### src/rtl/io_uart_irq.sv
`timescale 1ns/1ps
// io_uart_irq: UART on the J1 IO bus. Holds one TX byte plus a shifter,
// receives into a small FIFO, and raises a level interrupt to the core.
// Register reads are combinational so the core can latch io_din on the
// access edge.
module io_uart_irq #(
  parameter logic [7:0]  BASE        = 8'h10,
  parameter int          RXAW        = 4,
  parameter logic [15:0] DEFAULT_DIV = 16'd103
) (
  input  logic        clk,
  input  logic        reset,
  input  logic        io_rd,
  input  logic        io_wr,
  input  logic [15:0] io_addr,
  input  logic [15:0] io_dout,
  output logic [15:0] io_din,
  output logic        interrupt_request,
  input  logic        uart_rxd,
  output logic        uart_txd
);

  localparam int DEPTH = 1 << RXAW;
  localparam logic [RXAW:0] FIFO_FULL = (RXAW+1)'(DEPTH);

  typedef enum logic [1:0] {TX_IDLE, TX_START, TX_DATA, TX_STOP} tx_state_t;
  typedef enum logic [1:0] {RX_IDLE, RX_START, RX_DATA, RX_STOP} rx_state_t;

  // ---------------- bus decode ----------------
  logic       sel;
  logic [1:0] reg_idx;
  logic       data_wr, stat_wr, div_wr, ie_wr, data_rd;

  assign sel     = (io_addr[15:8] == BASE);
  assign reg_idx = io_addr[2:1];
  assign data_wr = sel && io_wr && (reg_idx == 2'd0);
  assign stat_wr = sel && io_wr && (reg_idx == 2'd1);
  assign div_wr  = sel && io_wr && (reg_idx == 2'd2);
  assign ie_wr   = sel && io_wr && (reg_idx == 2'd3);
  assign data_rd = sel && io_rd && (reg_idx == 2'd0);

  // Address bits that play no part in decode.
  logic unused_addr;
  assign unused_addr = ^{io_addr[7:3], io_addr[0]};

  // ---------------- control registers ----------------
  logic [15:0] div_reg;
  logic [1:0]  ie_reg;

  // Baud divisor and interrupt enables.
  always_ff @(posedge clk) begin
    if (reset) begin
      div_reg <= DEFAULT_DIV;
      ie_reg  <= 2'b00;
    end else begin
      if (div_wr) div_reg <= io_dout;
      if (ie_wr)  ie_reg  <= io_dout[1:0];
    end
  end

  // ---------------- TX path ----------------
  tx_state_t   tx_state_reg;
  logic [7:0]  tx_hold_reg;
  logic        tx_full_reg;
  logic [7:0]  tx_shift_reg;
  logic [15:0] tx_cnt_reg;
  logic [2:0]  tx_bit_reg;
  logic        txd_reg;
  logic        tx_tick;
  logic        tx_load;
  logic        tx_ready;
  logic        tx_idle;

  assign tx_tick  = (tx_cnt_reg == 16'd0);
  // The shifter takes the held byte from IDLE, or straight out of a finished STOP.
  assign tx_load  = tx_full_reg &&
                    ((tx_state_reg == TX_IDLE) || ((tx_state_reg == TX_STOP) && tx_tick));
  assign tx_ready = !tx_full_reg;
  assign tx_idle  = !tx_full_reg && (tx_state_reg == TX_IDLE);

  // Holding register: filled by a DATA write when empty, emptied when the shifter loads.
  always_ff @(posedge clk) begin
    if (reset) begin
      tx_full_reg <= 1'b0;
      tx_hold_reg <= 8'h00;
    end else if (tx_load) begin
      tx_full_reg <= 1'b0;
    end else if (data_wr && !tx_full_reg) begin
      tx_full_reg <= 1'b1;
      tx_hold_reg <= io_dout[7:0];
    end
  end

  // TX FSM: start bit, 8 data bits LSB first, stop bit; each bit DIV+1 clocks.
  always_ff @(posedge clk) begin
    if (reset) begin
      tx_state_reg <= TX_IDLE;
      tx_shift_reg <= 8'h00;
      tx_cnt_reg   <= 16'd0;
      tx_bit_reg   <= 3'd0;
      txd_reg      <= 1'b1;
    end else begin
      case (tx_state_reg)
        TX_IDLE: begin
          if (tx_full_reg) begin
            tx_state_reg <= TX_START;
            tx_shift_reg <= tx_hold_reg;
            tx_cnt_reg   <= div_reg;
            txd_reg      <= 1'b0;
          end
        end
        TX_START: begin
          if (tx_tick) begin
            tx_state_reg <= TX_DATA;
            txd_reg      <= tx_shift_reg[0];
            tx_shift_reg <= {1'b0, tx_shift_reg[7:1]};
            tx_bit_reg   <= 3'd0;
            tx_cnt_reg   <= div_reg;
          end else begin
            tx_cnt_reg <= tx_cnt_reg - 16'd1;
          end
        end
        TX_DATA: begin
          if (tx_tick) begin
            tx_cnt_reg <= div_reg;
            if (tx_bit_reg == 3'd7) begin
              tx_state_reg <= TX_STOP;
              txd_reg      <= 1'b1;
            end else begin
              txd_reg      <= tx_shift_reg[0];
              tx_shift_reg <= {1'b0, tx_shift_reg[7:1]};
              tx_bit_reg   <= tx_bit_reg + 3'd1;
            end
          end else begin
            tx_cnt_reg <= tx_cnt_reg - 16'd1;
          end
        end
        TX_STOP: begin
          if (tx_tick) begin
            if (tx_full_reg) begin
              tx_state_reg <= TX_START;
              tx_shift_reg <= tx_hold_reg;
              tx_cnt_reg   <= div_reg;
              txd_reg      <= 1'b0;
            end else begin
              tx_state_reg <= TX_IDLE;
            end
          end else begin
            tx_cnt_reg <= tx_cnt_reg - 16'd1;
          end
        end
        default: tx_state_reg <= TX_IDLE;
      endcase
    end
  end

  assign uart_txd = txd_reg;

  // ---------------- RX path ----------------
  logic        rx_s1_reg, rx_s2_reg, rx_prev_reg;
  rx_state_t   rx_state_reg;
  logic [7:0]  rx_shift_reg;
  logic [15:0] rx_cnt_reg;
  logic [2:0]  rx_bit_reg;
  logic        rx_tick;
  logic        rx_stop_ok, rx_stop_bad;

  // Two-flop synchronizer plus one delayed copy for falling-edge detection.
  always_ff @(posedge clk) begin
    if (reset) begin
      rx_s1_reg   <= 1'b1;
      rx_s2_reg   <= 1'b1;
      rx_prev_reg <= 1'b1;
    end else begin
      rx_s1_reg   <= uart_rxd;
      rx_s2_reg   <= rx_s1_reg;
      rx_prev_reg <= rx_s2_reg;
    end
  end

  assign rx_tick     = (rx_cnt_reg == 16'd0);
  assign rx_stop_ok  = (rx_state_reg == RX_STOP) && rx_tick && rx_s2_reg;
  assign rx_stop_bad = (rx_state_reg == RX_STOP) && rx_tick && !rx_s2_reg;

  // RX FSM: half-bit start check, then one sample per bit period.
  always_ff @(posedge clk) begin
    if (reset) begin
      rx_state_reg <= RX_IDLE;
      rx_shift_reg <= 8'h00;
      rx_cnt_reg   <= 16'd0;
      rx_bit_reg   <= 3'd0;
    end else begin
      case (rx_state_reg)
        RX_IDLE: begin
          if (rx_prev_reg && !rx_s2_reg) begin
            rx_state_reg <= RX_START;
            rx_cnt_reg   <= {1'b0, div_reg[15:1]};
          end
        end
        RX_START: begin
          if (rx_tick) begin
            if (rx_s2_reg) begin
              rx_state_reg <= RX_IDLE;
            end else begin
              rx_state_reg <= RX_DATA;
              rx_bit_reg   <= 3'd0;
              rx_cnt_reg   <= div_reg;
            end
          end else begin
            rx_cnt_reg <= rx_cnt_reg - 16'd1;
          end
        end
        RX_DATA: begin
          if (rx_tick) begin
            rx_shift_reg <= {rx_s2_reg, rx_shift_reg[7:1]};
            rx_cnt_reg   <= div_reg;
            if (rx_bit_reg == 3'd7) rx_state_reg <= RX_STOP;
            else                    rx_bit_reg   <= rx_bit_reg + 3'd1;
          end else begin
            rx_cnt_reg <= rx_cnt_reg - 16'd1;
          end
        end
        RX_STOP: begin
          if (rx_tick) rx_state_reg <= RX_IDLE;
          else         rx_cnt_reg   <= rx_cnt_reg - 16'd1;
        end
        default: rx_state_reg <= RX_IDLE;
      endcase
    end
  end

  // ---------------- RX FIFO ----------------
  logic [7:0]      rx_mem [DEPTH];
  logic [RXAW-1:0] rx_wptr_reg, rx_rptr_reg;
  logic [RXAW:0]   rx_count_reg;
  logic            rx_valid, rx_full;
  logic            rx_pop, rx_push, rx_ovf_set;

  assign rx_valid   = (rx_count_reg != '0);
  assign rx_full    = (rx_count_reg == FIFO_FULL);
  assign rx_pop     = data_rd && rx_valid;
  // A pop in the same cycle frees the slot, so a full FIFO can still accept the push.
  assign rx_push    = rx_stop_ok && (!rx_full || rx_pop);
  assign rx_ovf_set = rx_stop_ok && rx_full && !rx_pop;

  // FIFO storage write port (no reset so it maps to RAM).
  always_ff @(posedge clk) begin
    if (rx_push) rx_mem[rx_wptr_reg] <= rx_shift_reg;
  end

  // FIFO pointers and fill count.
  always_ff @(posedge clk) begin
    if (reset) begin
      rx_wptr_reg  <= '0;
      rx_rptr_reg  <= '0;
      rx_count_reg <= '0;
    end else begin
      if (rx_push) rx_wptr_reg <= rx_wptr_reg + 1'b1;
      if (rx_pop)  rx_rptr_reg <= rx_rptr_reg + 1'b1;
      case ({rx_push, rx_pop})
        2'b10:   rx_count_reg <= rx_count_reg + 1'b1;
        2'b01:   rx_count_reg <= rx_count_reg - 1'b1;
        default: rx_count_reg <= rx_count_reg;
      endcase
    end
  end

  // ---------------- sticky flags and IRQ ----------------
  logic rx_ovf_reg, frame_err_reg, irq_reg;

  // Sticky error flags; a new event wins over a simultaneous clear.
  always_ff @(posedge clk) begin
    if (reset) begin
      rx_ovf_reg    <= 1'b0;
      frame_err_reg <= 1'b0;
    end else begin
      rx_ovf_reg    <= rx_ovf_set  || (rx_ovf_reg    && !(stat_wr && io_dout[2]));
      frame_err_reg <= rx_stop_bad || (frame_err_reg && !(stat_wr && io_dout[3]));
    end
  end

  // Level interrupt, registered one clock behind its condition.
  always_ff @(posedge clk) begin
    if (reset) irq_reg <= 1'b0;
    else       irq_reg <= (ie_reg[0] && rx_valid) || (ie_reg[1] && tx_ready);
  end

  assign interrupt_request = irq_reg;

  // ---------------- read mux ----------------
  // Zero whenever not addressed so several peripherals can be OR-ed together.
  always_comb begin
    io_din = 16'h0000;
    if (sel && io_rd) begin
      case (reg_idx)
        2'd0:    io_din = rx_valid ? {8'h00, rx_mem[rx_rptr_reg]} : 16'h0000;
        2'd1:    io_din = {8'(rx_count_reg), 3'b000, tx_idle, frame_err_reg,
                           rx_ovf_reg, rx_valid, tx_ready};
        2'd2:    io_din = div_reg;
        default: io_din = {14'h0000, ie_reg};
      endcase
    end
  end

endmodule

### config.mk
export PLATFORM = sky130hd
export DESIGN_NAME = io_uart_irq
export DESIGN_NICKNAME = d
export VERILOG_FILES = /design/src/rtl/io_uart_irq.sv
export SDC_FILE = /design/constraint.sdc
export NUM_CORES = 1
export LEC_CHECK = 0
export CORE_MARGIN = 1.5
export CORE_UTILIZATION = 30
export DETAILED_ROUTE_END_ITERATION = 10
export PLACE_DENSITY_LB_ADDON = 0.08
export SLEW_MARGIN = 20
export SYNTH_ARGS = -nofsm -noshare
export SYNTH_HDL_FRONTEND = slang
export SYNTH_SLANG_ARGS = --single-unit
### constraint.sdc
create_clock -name clk -period 3 [get_ports clk]
set_input_delay 0.3 -clock clk [delete_from_list [all_inputs] [get_ports clk]]
set_output_delay 0.3 -clock clk [all_outputs]
set_load 0.005 [all_outputs]
==> metrics.txt <==
status completed; initial antenna violation count 0; final setup vio count 0; hold path start io_dout[8]; RSZ-0062 raised after global routing true; CTS Buffer Depth 3; remaining antenna violation count after routing 0; Place WS -0.0427 ns; design area roughly 0.014 sq mm; Initial Utilization 0.306; Post-CTS Hold Buffers 0; Synth Warn # 0; FFs w/ async S/R, synth 0; GRT overflow 0; number of flip-flops in the largest register between 100 and 150; Placer Congestion between 0.7 and 0.8; Largest Register rx_mem; final period utilization 0.974; largest net degree at the start of global routing 68; Post-Route WL 32200 um; clock slew at reported path FFs around 0.060 ns; vias in the first global route slightly above 8000; layout cell share with drive strength beyond 1 0.192; crit path launch type register; Syn Std Cell Area 0.0112 sq mm; Syn Nets about 1100; Max FO, Critical Path 5; Cells after Synth about 1000; Placed Area between 0.01 and 0.015 sq mm; Die ar. 0.0387 sq mm; Die Y slightly below 200 um; Area growth syn-to-layout 22.2%; max-capacitance violation count 0; fin crit period between 2 and 3 ns; required time of the critical path between 2 and 3 ns; I/O Pins 55; sequential share of the synthesized area 0.536; post-DR wirelength/cell ~20 um; DRT Pass-1 Iters 4; CP Class reg2out; Slew HR 0.299; Clock Tree Root clkbuf_16; VDD IR max 517 uV; Cell variety after synth 71; Die Wd between 150 and 200 um; setup ws final approximately 0.077 ns; CTS tree done; Post-synth EDFFs between 100 and 150; R2R Path Start rx_cnt_reg[0]; first-pass GRT wire length between 40000 and 50000 um; power per cell area between 600 and 700 mW/mm^2; Leak Pwr approximately 0.0048 uW; H-tree depth 1; Final Hold Vio Count 0; DRT iter0 DRCs 579; cts bufs inserted 28; DP HPWL about 22000 um; Nets between 1000 and 1500; worst skew pair latency approximately 0.57 ns; Post-Place Cells 1520; count of input and output buffers 48; DR vias between 8000 and 9000; residual DRC count 0; CP arrival between 2 and 3 ns; Sink Count between 200 and 250; syn_area_per_cell between 10 and 15 sq um; post-synthesis register bit count approximately 240; Top FF cell, synth edfxtp_1; hold crit path type in2reg; CP endpoint kind primary output; Rows 70; area of the core around 0.037 sq mm; Clock Skew 0.0155 ns; Cell Count, Final, Fillers Out about 1600; hold slack approximately 0.29 ns; highest clock rate about 340 MHz; GRT Util Overall 0.169; post-DR vias/cell 5.12; Worst-Margin Slew 1.05 ns; # diodes 0; Slew Viols, Final 0
==> synth_stat cells, types with 12 or more instances <==
cell | instances | share of area
edfxtp_1 | 128 | 0.34
dfxtp_1 | 109 | 0.19
nor2_1 | 98 | 0.033
nand2_1 | 94 | 0.031
a21oi_1 | 67 | 0.030
clkbuf_1 | 56 | 0.019
mux4_2 | 37 | 0.074
mux2i_1 | 33 | 0.029
o21ai_0 | 33 | 0.015
inv_1 | 28 | 0.0093
nor3_1 | 26 | 0.012
ha_1 | 23 | 0.026
nand3_1 | 21 | 0.0093
a22oi_1 | 15 | 0.010
nand3b_1 | 15 | 0.010
xor2_1 | 15 | 0.012
mux2_2 | 14 | 0.014
xnor2_1 | 14 | 0.011
a211oi_1 | 12 | 0.0080
nor2b_1 | 12 | 0.0067
==> power breakdown <==
| part | internal, uW | leakage (uW) | switching (uW) | total, uW |
|---|---|---|---|---|
| Clock | 2080 | 0.000470 | 1410 | 3500 |
| Sequential | 3490 | 0.00207 | 96.2 | 3580 |
| Combinational | 847 | 0.00224 | 1320 | 2170 |
==> layout by cell type (no fill, tap or decap), types with 28 or more instances in the layout <==
cell / count
nand2_1: 93
nor2_1: 97
a21oi_1: 65
inv_1: 28
buf_4: 66
clkbuf_16: 28
mux4_2: 37
o21ai_0: 31
mux2i_1: 32
dfxtp_1: 108
edfxtp_1: 128
clkdlybuf4s50_1: 39
==> worst paths after layout <==
kind                                        end  slack, ns  depth (start not counted)
worst min-delay path                 div_reg[8]       0.29                          3
worst max-delay path                  io_din[4]       0.08                          7
worst max register to register  rx_count_reg[4]       0.20                         12
worst min register to register        rx_s2_reg       0.41                          1
==> metal layers <==
metal,part of all wire,routed length [um],track usage,up-vias
met5,0,0,0,-
met4,0.021,678,0.0410,0
met3,0.035,1140,0.0224,36
met2,0.49,15800,0.293,134
met1,0.45,14600,0.225,4021
li1,-,-,-,3911
==> timing repair <==
action | in CTS | in global routing
pin swaps | 8 | 3
gates cloned | 3 | 0
setup endpoints to repair | 8 | 6
buffers inserted | 10 | 0
resized for setup | 48 | 6
endpoints found under the hold margin | 0 | 0
==> layout make-up <==
type | count | area [sq um]
Inverter | 29 | 109
Fill cell | 3583 | 23000
Clock inverter | 14 | 181
Tap cell | 468 | 586
Sequential cell | 237 | 6030
Clock buffer | 37 | 774
Multi-Input combinational cell | 670 | 4880
Timing Repair Buffer | 126 | 1190
==> stage by stage <==
step | util | power (uW) | TNS, ns
CTS | 0.375 | 9360 | -0.0243
global route | 0.374 | 9720 | -0.0298
floorplan | - | 5200 | 0
global placement | 0.343 | 5800 | -0.0259
detailed placement | 0.343 | 5800 | -0.0427
finish | 0.374 | 9250 | 0
==> critical path, stage by stage (launching register included) <==
cell and delay [ns]:
dfxtp_4 0.42, buf_6 0.14, mux4_2 0.53, mux4_2 0.51, nand2_1 0.08, o21ai_1 0.05, and3_1 0.19, buf_2 0.13
==> cells by family after synthesis <==
| family | after synthesis | share of synthesized area |
|---|---|---|
| AND/OR/NAND/NOR | 333 | 0.145 |
| adder cells (fa/ha/maj) | 23 | 0.0256 |
| flip-flops | 237 | 0.536 |
| AO/OA/AOI/OAI | 201 | 0.119 |
| XOR/XNOR | 29 | 0.0226 |
| multiplexers | 84 | 0.117 |
| buffers and inverters | 97 | 0.0351 |
Power figures use the tool's default switching activity.
